[config.mk]
export PLATFORM = sky130hd
export DESIGN_NAME = br_svc_fifo
export DESIGN_NICKNAME = d
export VERILOG_FILES = /design/src/rtl/br_svc_fifo_pkg.sv /design/src/rtl/br_svc_fifo.sv
export SDC_FILE = /design/constraint.sdc
export NUM_CORES = 1
export LEC_CHECK = 0
export ABC_AREA = 1
export CELL_PAD_IN_SITES_DETAIL_PLACEMENT = 0
export CELL_PAD_IN_SITES_GLOBAL_PLACEMENT = 1
export CORE_MARGIN = 2
export CORE_UTILIZATION = 48
export CTS_BUF_LIST = sky130_fd_sc_hd__clkbuf_8
export DETAILED_ROUTE_END_ITERATION = 12
export PLACE_DENSITY = 0.81
export REMOVE_ABC_BUFFERS = 1
export SYNTH_ARGS = -nofsm -noshare
export SYNTH_HDL_FRONTEND = slang
export SYNTH_SLANG_ARGS = --single-unit
[constraint.sdc]
create_clock -name clk_i -period 7.68 [get_ports clk_i]
set_clock_uncertainty 0.1 [all_clocks]
set_input_delay 1.536 -clock clk_i [delete_from_list [all_inputs] [get_ports clk_i]]
set_output_delay 1.536 -clock clk_i [all_outputs]
set_load 0.01 [all_outputs]
[src/rtl/br_svc_fifo_pkg.sv]
// BrLite service FIFO payload types shared by the design and its bench.
package br_svc_fifo_pkg;

  // Packet as delivered by the BrLite router.
  typedef struct packed {
    logic [1:0]  service;
    logic [7:0]  ksvc;
    logic [15:0] seq_source;
    logic [15:0] seq_target;
    logic [15:0] producer;
    logic [31:0] payload;
  } brlite_out_t;

  // Entry kept in the queue and presented to the NI.
  typedef struct packed {
    logic [7:0]  ksvc;
    logic [15:0] seq_source;
    logic [15:0] producer;
    logic [31:0] payload;
  } brlite_svc_t;

endpackage

[src/rtl/br_svc_fifo.sv]
// Service queue between the BrLite router and the NI: stores ALL/TARGET
// packets in arrival order and consumes MONITOR/CLEAR packets without storing.
module br_svc_fifo
  import br_svc_fifo_pkg::*;
#(
  parameter int unsigned BR_SVC_DEPTH = 8
) (
  input  logic                              clk_i,
  input  logic                              rst_ni,
  input  logic                              br_req_i,
  output logic                              br_ack_o,
  input  brlite_out_t                       br_data_i,
  output logic                              br_svc_rx_o,
  input  logic                              br_svc_ack_i,
  output brlite_svc_t                       br_svc_data_o,
  output logic [$clog2(BR_SVC_DEPTH):0]     br_svc_count_o,
  output logic                              br_mon_drop_o
);

  localparam int unsigned PTR_W = $clog2(BR_SVC_DEPTH);
  localparam int unsigned CNT_W = PTR_W + 1;

  logic [PTR_W-1:0] wr_ptr_q, wr_ptr_d;
  logic [PTR_W-1:0] rd_ptr_q, rd_ptr_d;
  logic [CNT_W-1:0] count_q, count_d;
  logic             ack_q, ack_d;
  logic             drop_q, drop_d;

  brlite_svc_t      mem_q [BR_SVC_DEPTH];
  brlite_svc_t      wdata_c;

  logic             storable_c;
  logic             full_c;
  logic             accept_c;
  logic             push_c;
  logic             pop_c;

  // Fields the queue does not keep; named so that lint treats them as intentionally unused.
  logic             unused_fields;
  assign unused_fields = ^{br_data_i.service[0], br_data_i.seq_target};

  // Accept/push/pop decisions and next-state, all from registered state (no full bypass).
  always_comb begin
    storable_c = 1'b0;
    full_c     = 1'b0;
    accept_c   = 1'b0;
    push_c     = 1'b0;
    pop_c      = 1'b0;
    wr_ptr_d   = wr_ptr_q;
    rd_ptr_d   = rd_ptr_q;
    count_d    = count_q;
    ack_d      = 1'b0;
    drop_d     = 1'b0;
    wdata_c    = '{ksvc:       br_data_i.ksvc,
                   seq_source: br_data_i.seq_source,
                   producer:   br_data_i.producer,
                   payload:    br_data_i.payload};

    storable_c = ~br_data_i.service[1];
    full_c     = (count_q == CNT_W'(BR_SVC_DEPTH));
    accept_c   = br_req_i & ~ack_q & (~storable_c | ~full_c);
    push_c     = accept_c & storable_c;
    pop_c      = br_svc_ack_i & (count_q != '0);

    if (push_c) begin
      wr_ptr_d = wr_ptr_q + PTR_W'(1);
    end
    if (pop_c) begin
      rd_ptr_d = rd_ptr_q + PTR_W'(1);
    end
    if (push_c && !pop_c) begin
      count_d = count_q + CNT_W'(1);
    end else if (pop_c && !push_c) begin
      count_d = count_q - CNT_W'(1);
    end

    ack_d  = accept_c;
    drop_d = accept_c & ~storable_c;
  end

  // Pointer, occupancy and handshake registers.
  always_ff @(posedge clk_i or negedge rst_ni) begin
    if (!rst_ni) begin
      wr_ptr_q <= '0;
      rd_ptr_q <= '0;
      count_q  <= '0;
      ack_q    <= 1'b0;
      drop_q   <= 1'b0;
    end else begin
      wr_ptr_q <= wr_ptr_d;
      rd_ptr_q <= rd_ptr_d;
      count_q  <= count_d;
      ack_q    <= ack_d;
      drop_q   <= drop_d;
    end
  end

  // Entry storage; contents survive reset and are only meaningful while non-empty.
  always_ff @(posedge clk_i) begin
    if (push_c) begin
      mem_q[wr_ptr_q] <= wdata_c;
    end
  end

  assign br_ack_o       = ack_q;
  assign br_mon_drop_o  = drop_q;
  assign br_svc_count_o = count_q;
  assign br_svc_rx_o    = (count_q != '0);
  assign br_svc_data_o  = mem_q[rd_ptr_q];

endmodule

==> run metrics, run 1 <==
DRC errors left 0; critical path capture point type output port; most frequent cells in the layout nand2_1, nor2_1, edfxtp_1; clk buf depth 3; global-route met1 utilization between 20% and 30%; register area around 0.018 sq mm; worst skew pair latency between 600 and 700 ps; Final Power 10.0 mW; full die area approximately 0.055 sq mm; fill count approximately 4400; VDD IR-drop max 285 uV; DRT Pass-1 Iters 4; root buf cell clkbuf_8; Max Cap Viol 0; Initial DRC Count between 900 and 1000; PnR worst setup slack 2400 ps; Lkg Pwr approximately 12 nW; r2r worst-path depth 5; crit path launch rd_ptr_q[1]; CP Data Arrival Time approximately 3700 ps; Setup-failing EPs final 0; cts repair resizes 0; number of buffers inserted by port buffering between 150 and 200; critical path launch point type flip-flop; post-place setup slack 2940 ps; initial antenna violation count 5; routed len/inst about 15 um; first-pass GRT wire length between 80 and 90 mm; reg2reg end mem_q[4][11]; nets ~2800; period utilisation layout ~69%; gr usage total ~20%; Req. time, crit path a little over 6000 ps; register area share after synthesis a little under 70%; f_max 0.189 GHz; crit path kind flip-flop to output port; Routed Antenna Nets 0; Die X-Extent ~230 um; M3 GR Usage under 10%; H-tree levels 3; crit path time final about 5300 ps; clock-pin slew on the worst setup and hold paths 60 ps; Syn-to-layout area delta 14.9%; clock tree from TritonCTS built; syn avg cell area ~9.9 sq um; Critical Path End br_svc_data_o[12]; worst hold start br_ack_o; Routed WL 53.3 mm; vias in the first global route 15700; post-DP HPWL 27.2 mm; PwrDens between 300 and 400 mW/mm^2; Slew @ Worst Pin around 1100 ps; Die Ht roughly 230 um; vias after detailed routing around 16000; setup slack, reg-to-reg about 4600 ps; Slew Viols, Final 0; peak fanout along the critical path 78; status finished, final reports clean; DR vias/cell 4.69; GRT busiest layer met2; Slew headroom around 28%; Mapped Area between 0.02 and 0.03 sq mm; Cells after Synth 2574; CTS Buf Count 96; post-CTS setup buffer count 0; footprint of the multi-input gates ~0.006 sq mm; Seq cells post-synth 588; worst r2r src br_svc_count_o[0]; type of the most critical hold path flip-flop to flip-flop; synth unique cells 21; met2 GRT Util 33.1%; layout cells sized above 1 under 10%; RSZ-0062 raised after global routing no; most common cell after layout, fill and taps aside nand2_1; hold_buf cts 0; remaining global-route overflow 0; # rows 84; Ys Warns 0; clk sinks a little under 600; Hold Path Depth 1; core outline area between 0.05 and 0.06 sq mm; Fin. Hold Viols 0; routability-driven placement congestion ratio slightly above 0.7; Starting Density about half; worst hold slack 365 ps; largest net degree at the start of global routing 213; I/O pin cnt between 150 and 200
==> state kept, by name, summed over array words and instances (netlist names) <==
register        cells
mem_q             576
br_svc_count_o      4
rd_ptr_q            3
wr_ptr_q            3
br_ack_o            1
br_mon_drop_o       1
==> routing by layer <==
layer  routed length [um]  share of wire (%)
met1                23200                 44
met2                25700                 48
met3                 3090                5.8
met4                 1270                2.4
met5                   44              0.083
==> worst min path at each step <==
stage	endpoint	slack (ps)
after CTS	br_mon_drop_o	360
final	br_mon_drop_o	370
after global routing	br_mon_drop_o	380
after global placement	br_mon_drop_o	350
after floorplan	wr_ptr_q[0]	370
after detailed placement	br_mon_drop_o	350
==> cells in the mapped netlist, drive strengths merged <==
library cell,instances,share of area [%]
ha,5,0.25
or2,1,0.025
xnor2,4,0.14
buf,102,2.4
inv,301,4.4
dfrtp,12,1.2
o21a,1,0.030
nor2,583,8.6
nand3,6,0.12
nand4,3,0.074
nand2,963,14
xor2,1,0.034
fa,1,0.079
edfxtp,576,68
clkbuf,8,0.12
nor3,5,0.099
o21ai,2,0.039
==> stage by stage <==
stage	setup TNS (ps)	area [sq um]	utilization, %	cells
global placement	0	27500	52.4	3331
CTS	0	29200	55.6	3500
finish	0	29200	55.6	3501
global route	0	29200	55.6	3500
detailed placement	0	27500	52.4	3331
floorplan	-258350	24800	-	2464
==> power breakdown <==
| group | switching, mW | total, mW | internal [mW] |
|---|---|---|---|
| clock network | 1.16 | 2.40 | 1.25 |
| logic | 2.30 | 3.74 | 1.44 |
| registers | 0.168 | 3.88 | 3.72 |
==> worst max-delay path, stage by stage, from the launching register on <==
cell             delay, ps
dfrtp_4                630
inv_4                  730
buf_4                  580
nor2_1                 100
nand2_1                 80
nand2_1                 60
nand2_1                 50
nand2_1                100
clkdlybuf4s50_1        500
==> cell families (layout without fill, tap and decap cells) <==
| family | count (synthesis) | after routing | synth area share, % |
|---|---|---|---|
| XOR/XNOR | 5 | 5 | 0.172 |
| buffers and inverters | 411 | 649 | 6.99 |
| AND/OR/NAND/NOR | 1561 | 1561 | 23.2 |
| AO/OA/AOI/OAI | 3 | 3 | 0.0690 |
| adder cells (fa/ha/maj) | 6 | 6 | 0.325 |
| flip-flops | 588 | 588 | 69.3 |
| other | 0 | 1 | 0 |
==> layout make-up <==
class	instances	share of cell area (%)
clock buffers	102	4.81
diodes	1	0.00858
inverters	301	3.89
multi-input cells	1575	20.8
well taps	688	2.95
clock inverters	67	1.02
flip-flops and latches	588	60.3
repair buffers	179	6.15
(Power assumes the default switching activity.)
==> inputs of run 2 (changes only) <==
--- a/config.mk
+++ b/config.mk
@@ -9,10 +9,10 @@
 export CELL_PAD_IN_SITES_DETAIL_PLACEMENT = 0
 export CELL_PAD_IN_SITES_GLOBAL_PLACEMENT = 1
 export CORE_MARGIN = 2
-export CORE_UTILIZATION = 48
+export CORE_UTILIZATION = 43
 export CTS_BUF_LIST = sky130_fd_sc_hd__clkbuf_8
 export DETAILED_ROUTE_END_ITERATION = 12
-export PLACE_DENSITY = 0.81
+export PLACE_DENSITY = 0.77
 export REMOVE_ABC_BUFFERS = 1
 export SYNTH_ARGS = -nofsm -noshare
 export SYNTH_HDL_FRONTEND = slang
==> constraint.sdc (replaced) <==
create_clock -name clk_i -period 4.3 [get_ports clk_i]
set_clock_uncertainty 0.1 [all_clocks]
set_input_delay 0.86 -clock clk_i [delete_from_list [all_inputs] [get_ports clk_i]]
set_output_delay 0.86 -clock clk_i [all_outputs]
set_load 0.01 [all_outputs]
==> run metrics, run 2 (synthesis gave the netlist of run 1 again) <==
status finished, final reports clean; Slew @ Worst Pin ~910 ps; Placed Area between 0.02 and 0.03 sq mm; Routed Antenna Nets 0; Syn-to-layout area delta 17.0%; period utilisation layout 91.1%; post-DP HPWL between 20 and 30 mm; CP Data Arrival Time 2960 ps; Max Cap Viol 0; most frequent cells in the layout nand2_1, nor2_1, edfxtp_1; full die area 0.0610 sq mm; Die Ht about 250 um; type of the most critical hold path flip-flop to flip-flop; initial antenna violation count 7; vias after detailed routing 16600; Slew headroom between 30% and 40%; fin area just under 0.03 sq mm; CTS Buf Count between 90 and 100; Setup-failing EPs final 0; VDD IR-drop max between 500 and 600 uV; vias in the first global route between 15000 and 20000; most common cell after layout, fill and taps aside nand2_1; core outline area a little under 0.06 sq mm; clock tree from TritonCTS built; routed len/inst approximately 16 um; setup slack, reg-to-reg roughly 1700 ps; number of buffers inserted by port buffering 155; routability-driven placement congestion ratio 0.727; Hold Path Depth 1; Starting Density around 43%; gr usage total between 10% and 20%; layout cells sized above 1 ~6.1%; f_max between 0.2 and 0.3 GHz; worst hold start br_ack_o; critical path launch point type flip-flop; Req. time, crit path around 3300 ps; Initial DRC Count around 900; RSZ-0062 raised after global routing no; clk sinks between 500 and 600; critical path capture point type output port; remaining global-route overflow 0; post-place setup slack ~850 ps; max reg flops ~580; r2r worst-path depth 12; Slew Viols, Final 0; Lkg Pwr about 13 nW; DRC errors left 0; PwrDens between 600 and 700 mW/mm^2; peak fanout along the critical path 96; crit path kind flip-flop to output port; first-pass GRT wire length 86.2 mm; cts repair resizes 0; I/O pin cnt roughly 170; # rows between 80 and 90; DRT Pass-1 Iters 5; fill count roughly 5100; worst r2r src br_svc_count_o[0]; worst skew pair latency 670 ps; Die X-Extent approximately 250 um; Reg with most FFs mem_q; H-tree levels 3; clk buf depth 3; nets about 2900; largest net degree at the start of global routing between 100 and 150; Hold Path End br_mon_drop_o; PnR worst setup slack between 300 and 400 ps; crit path time final between 3000 and 4000 ps; root buf cell clkbuf_8; DR vias/cell 4.60; reg2reg end br_svc_count_o[3]; Fin. Hold Viols 0; Routed WL 56.0 mm; clock-pin slew on the worst setup and hold paths roughly 60 ps
run 2: through the flow:
| step | utilization, % | TNS [ps] | hold slack, ps | instances | power (mW) |
|---|---|---|---|---|---|
| 6_report | 50.6 | 0 | 378 | 3609 | 18.5 |
| 5_1_grt | 50.6 | 0 | 407 | 3609 | 19.8 |
| 4_1_cts | 50.6 | 0 | 372 | 3607 | 18.7 |
| 3_5_place_dp | 47.5 | 0 | 359 | 3424 | 14.1 |
| 3_3_place_gp | 47.5 | 0 | 358 | 3424 | 13.9 |
| 2_1_floorplan | - | -1411910 | 370 | 2464 | 10.6 |
run 2: worst max path at each step:
stage	startpoint	end	slack, ps
5_1_grt	rd_ptr_q[0]	br_svc_data_o[29]	170
6_report	rd_ptr_q[0]	br_svc_data_o[40]	380
3_5_place_dp	br_req_i	mem_q[6][28]	850
4_1_cts	rd_ptr_q[0]	br_svc_data_o[29]	170
3_3_place_gp	br_req_i	mem_q[6][25]	890
2_1_floorplan	rd_ptr_q[0]	br_svc_data_o[0]	-6190
run 2: area by class of cell:
| type | count | area, sq um | area share, % |
|---|---|---|---|
| flip-flops and latches | 588 | 17600 | 59.3 |
| inverters | 301 | 1130 | 3.82 |
| clock buffers | 99 | 1360 | 4.59 |
| repair buffers | 188 | 2090 | 7.02 |
| clock inverters | 84 | 472 | 1.59 |
| diodes | 1 | 2.50 | 0.00842 |
| well taps | 773 | 967 | 3.26 |
| multi-input cells | 1575 | 6080 | 20.5 |
run 2: per-layer routing:
metal	global-route usage (%)	vias up	share of wire, %
li1	-	8383	-
met1	23.1	7778	44
met2	31.4	320	48
met3	4.54	108	5.3
met4	7.03	12	2.6
met5	0	-	0.13
run 2: power breakdown:
group | internal [mW] | switching [mW]
registers | 6.64 | 0.184
clock network | 2.40 | 2.19
logic | 2.74 | 4.34
total | 11.8 | 6.71
run 2: what timing repair did:
item / 4_1_cts / 5_1_grt
endpoints found under the setup margin: 0 / 1
hold buffers: 0 / 0
buffers inserted: 0 / 1
run 2: critical path, stage by stage, from the launching register on:
cell,delay [ps]
dfrtp_4,800
buf_12,420
nor2_1,90
nor2_1,110
nand2_1,60
nand2_1,60
nand2_1,50
nand2_1,120
clkdlybuf4s50_1,540
==> inputs of run 3 (changes only) <==
--- a/config.mk
+++ b/config.mk
@@ -11,9 +11,10 @@
 export CORE_MARGIN = 2
 export CORE_UTILIZATION = 43
 export CTS_BUF_LIST = sky130_fd_sc_hd__clkbuf_8
+export CTS_CLUSTER_DIAMETER = 150
 export DETAILED_ROUTE_END_ITERATION = 12
 export PLACE_DENSITY = 0.77
-export REMOVE_ABC_BUFFERS = 1
 export SYNTH_ARGS = -nofsm -noshare
 export SYNTH_HDL_FRONTEND = slang
 export SYNTH_SLANG_ARGS = --single-unit
+export TNS_END_PERCENT = 1
==> run metrics, run 3 (synthesis gave the netlist of run 1 again) <==
status finished, final reports clean; met2 routed WL roughly 27 mm; remaining global-route overflow 0; Syn-to-layout area delta 17.8%; layout cells sized above 1 6.41%; Slew headroom between 30 and 40%; vias after detailed routing approximately 16000; Lkg Pwr about 13 nW; Initial DRC Count ~900; largest net degree at the start of global routing roughly 150; Starting Density between 40% and 50%; Critical Path Most Common Cell nand2_1; gr usage total 18.4%; initial antenna violation count 8; crit path kind flip-flop to output port; Die Ht ~250 um; Worst path max stage delay about 800 ps; RSZ-0062 raised after global routing no; PnR worst setup slack 275 ps; VDD IR-drop max ~650 uV; hold_buf cts 0; clock-pin slew on the worst setup and hold paths 60 ps; Bufs and invs on worst path 2; routability-driven placement congestion ratio roughly 0.73; nets 2861; first-pass GRT wire length around 85 mm; Slew @ Worst Pin 915 ps; Slew Viols, Final 0; DR vias/cell around 4.5; slowest library cell on the worst path dfrtp_4; CP cell instances buf_12, nor2_1, nor2_1, nand2_1, nand2_1, nand2_1, nand2_1, clkdlybuf4s50_1; max reg flops 576; Layout Cells excl Fill between 3000 and 4000; crit path time final between 4000 and 5000 ps; Reg with most FFs mem_q; type of the most critical hold path flip-flop to flip-flop; Max Cap Viol 0; PwrDens between 600 and 700 mW/mm^2; f_max ~0.25 GHz; post-DP HPWL roughly 29 mm; H-tree levels 3; clk buf depth 3; routed len/inst between 15 and 20 um; Req. time, crit path between 3000 and 4000 ps; Mapped Nets 2674; DR top layer met5; full die area 0.0610 sq mm; Placed Area approximately 0.028 sq mm; most common cell after layout, fill and taps aside nand2_1; critical path launch point type flip-flop; cts repair resizes 0; Die X-Extent ~250 um; Setup-failing EPs final 0; worst skew pair latency roughly 670 ps; fin area approximately 0.03 sq mm; placed insts between 3000 and 4000; CTS Buf Count 96; M1 wire length around 24 mm; root buf cell clkbuf_8; DRT Pass-1 Iters 5; CP Data Arrival Time 3060 ps; I/O pin cnt around 170; critical path capture point type output port; clock tree from TritonCTS built; Fin. Hold Viols 0; metal3 WL 2.98 mm; core outline area approximately 0.059 sq mm; post-place setup slack ~650 ps; clk sinks 588; most frequent cells in the layout nand2_1, nor2_1, edfxtp_1; # rows between 80 and 90; Routed Antenna Nets 0; peak fanout along the critical path between 100 and 150; post-CTS setup buffer count 0; delay-heaviest family, CP buffers and inverters; DRC errors left 0; period utilisation layout 93.6%; Routed WL 55.2 mm; vias in the first global route 15800; number of buffers inserted by port buffering between 150 and 200
run 3: cell count changes in the layout (fill, tap and decap cells not counted), moves of 4 or more:
| cell | change |
|---|---|
| buf_4 | +9 |
| bufinv_16 | +4 |
| clkinv_2 | -7 |
| inv_1 | -5 |
| nor3_2 | -4 |
| nor3_4 | +4 |
run 3: report_power, final:
| group | internal (mW) | total (mW) | switching, mW |
|---|---|---|---|
| combinational | 2.70 | 7.00 | 4.29 |
| clock | 2.65 | 4.81 | 2.15 |
| sequential | 6.63 | 6.82 | 0.183 |
| total | 12.0 | 18.6 | 6.63 |
run 3: cell type report:
| class | instances | area [sq um] |
|---|---|---|
| repair buffers | 199 | 2190 |
| multi-input cells | 1575 | 6100 |
| flip-flops and latches | 588 | 17600 |
| inverters | 301 | 1130 |
| clock buffers | 101 | 1390 |
| well taps | 773 | 967 |
| diodes | 2 | 5.00 |
| clock inverters | 76 | 529 |
| fillers | 5087 | 28800 |
run 3: worst paths after layout:
check,from,to,slack [ps],cells after the start
worst max-delay path,rd_ptr_q[0],br_svc_data_o[27],280,8
worst min-delay path,br_ack_o,br_mon_drop_o,370,1
worst max register to register,br_svc_count_o[0],br_svc_count_o[3],1520,12
worst min register to register,br_ack_o,br_mon_drop_o,370,1
max in group asynchronous,rst_ni,rd_ptr_q[2],3250,1
min in group asynchronous,rst_ni,wr_ptr_q[1],440,1
run 3: metrics by stage:
step / setup TNS [ps] / total power, mW / hold slack, ps / util (%)
5_1_grt: 0 / 20.0 / 421 / 51.0
2_1_floorplan: -323850 / 11.5 / 370 / -
3_5_place_dp: 0 / 14.0 / 354 / 47.7
6_report: 0 / 18.6 / 373 / 51.0
4_1_cts: 0 / 18.9 / 367 / 51.0
3_3_place_gp: 0 / 13.9 / 357 / 47.7
run 3: metal layers:
layer / global-route usage [%] / vias to the layer above
li1: - / 8388
met1: 22.6 / 7639
met2: 32.0 / 310
met3: 4.05 / 91
met4: 6.15 / 12
met5: 0 / -
run 3: worst register-to-register path, stage by stage, from the launching register on:
cell,delay (ps)
dfrtp_1,460
nor2_1,180
nand3_1,200
nand3_1,460
inv_1,100
ha_1,230
inv_1,140
ha_1,270
or2_2,310
nand2_1,70
nand2_1,50
nand3_1,60
nand2_1,50
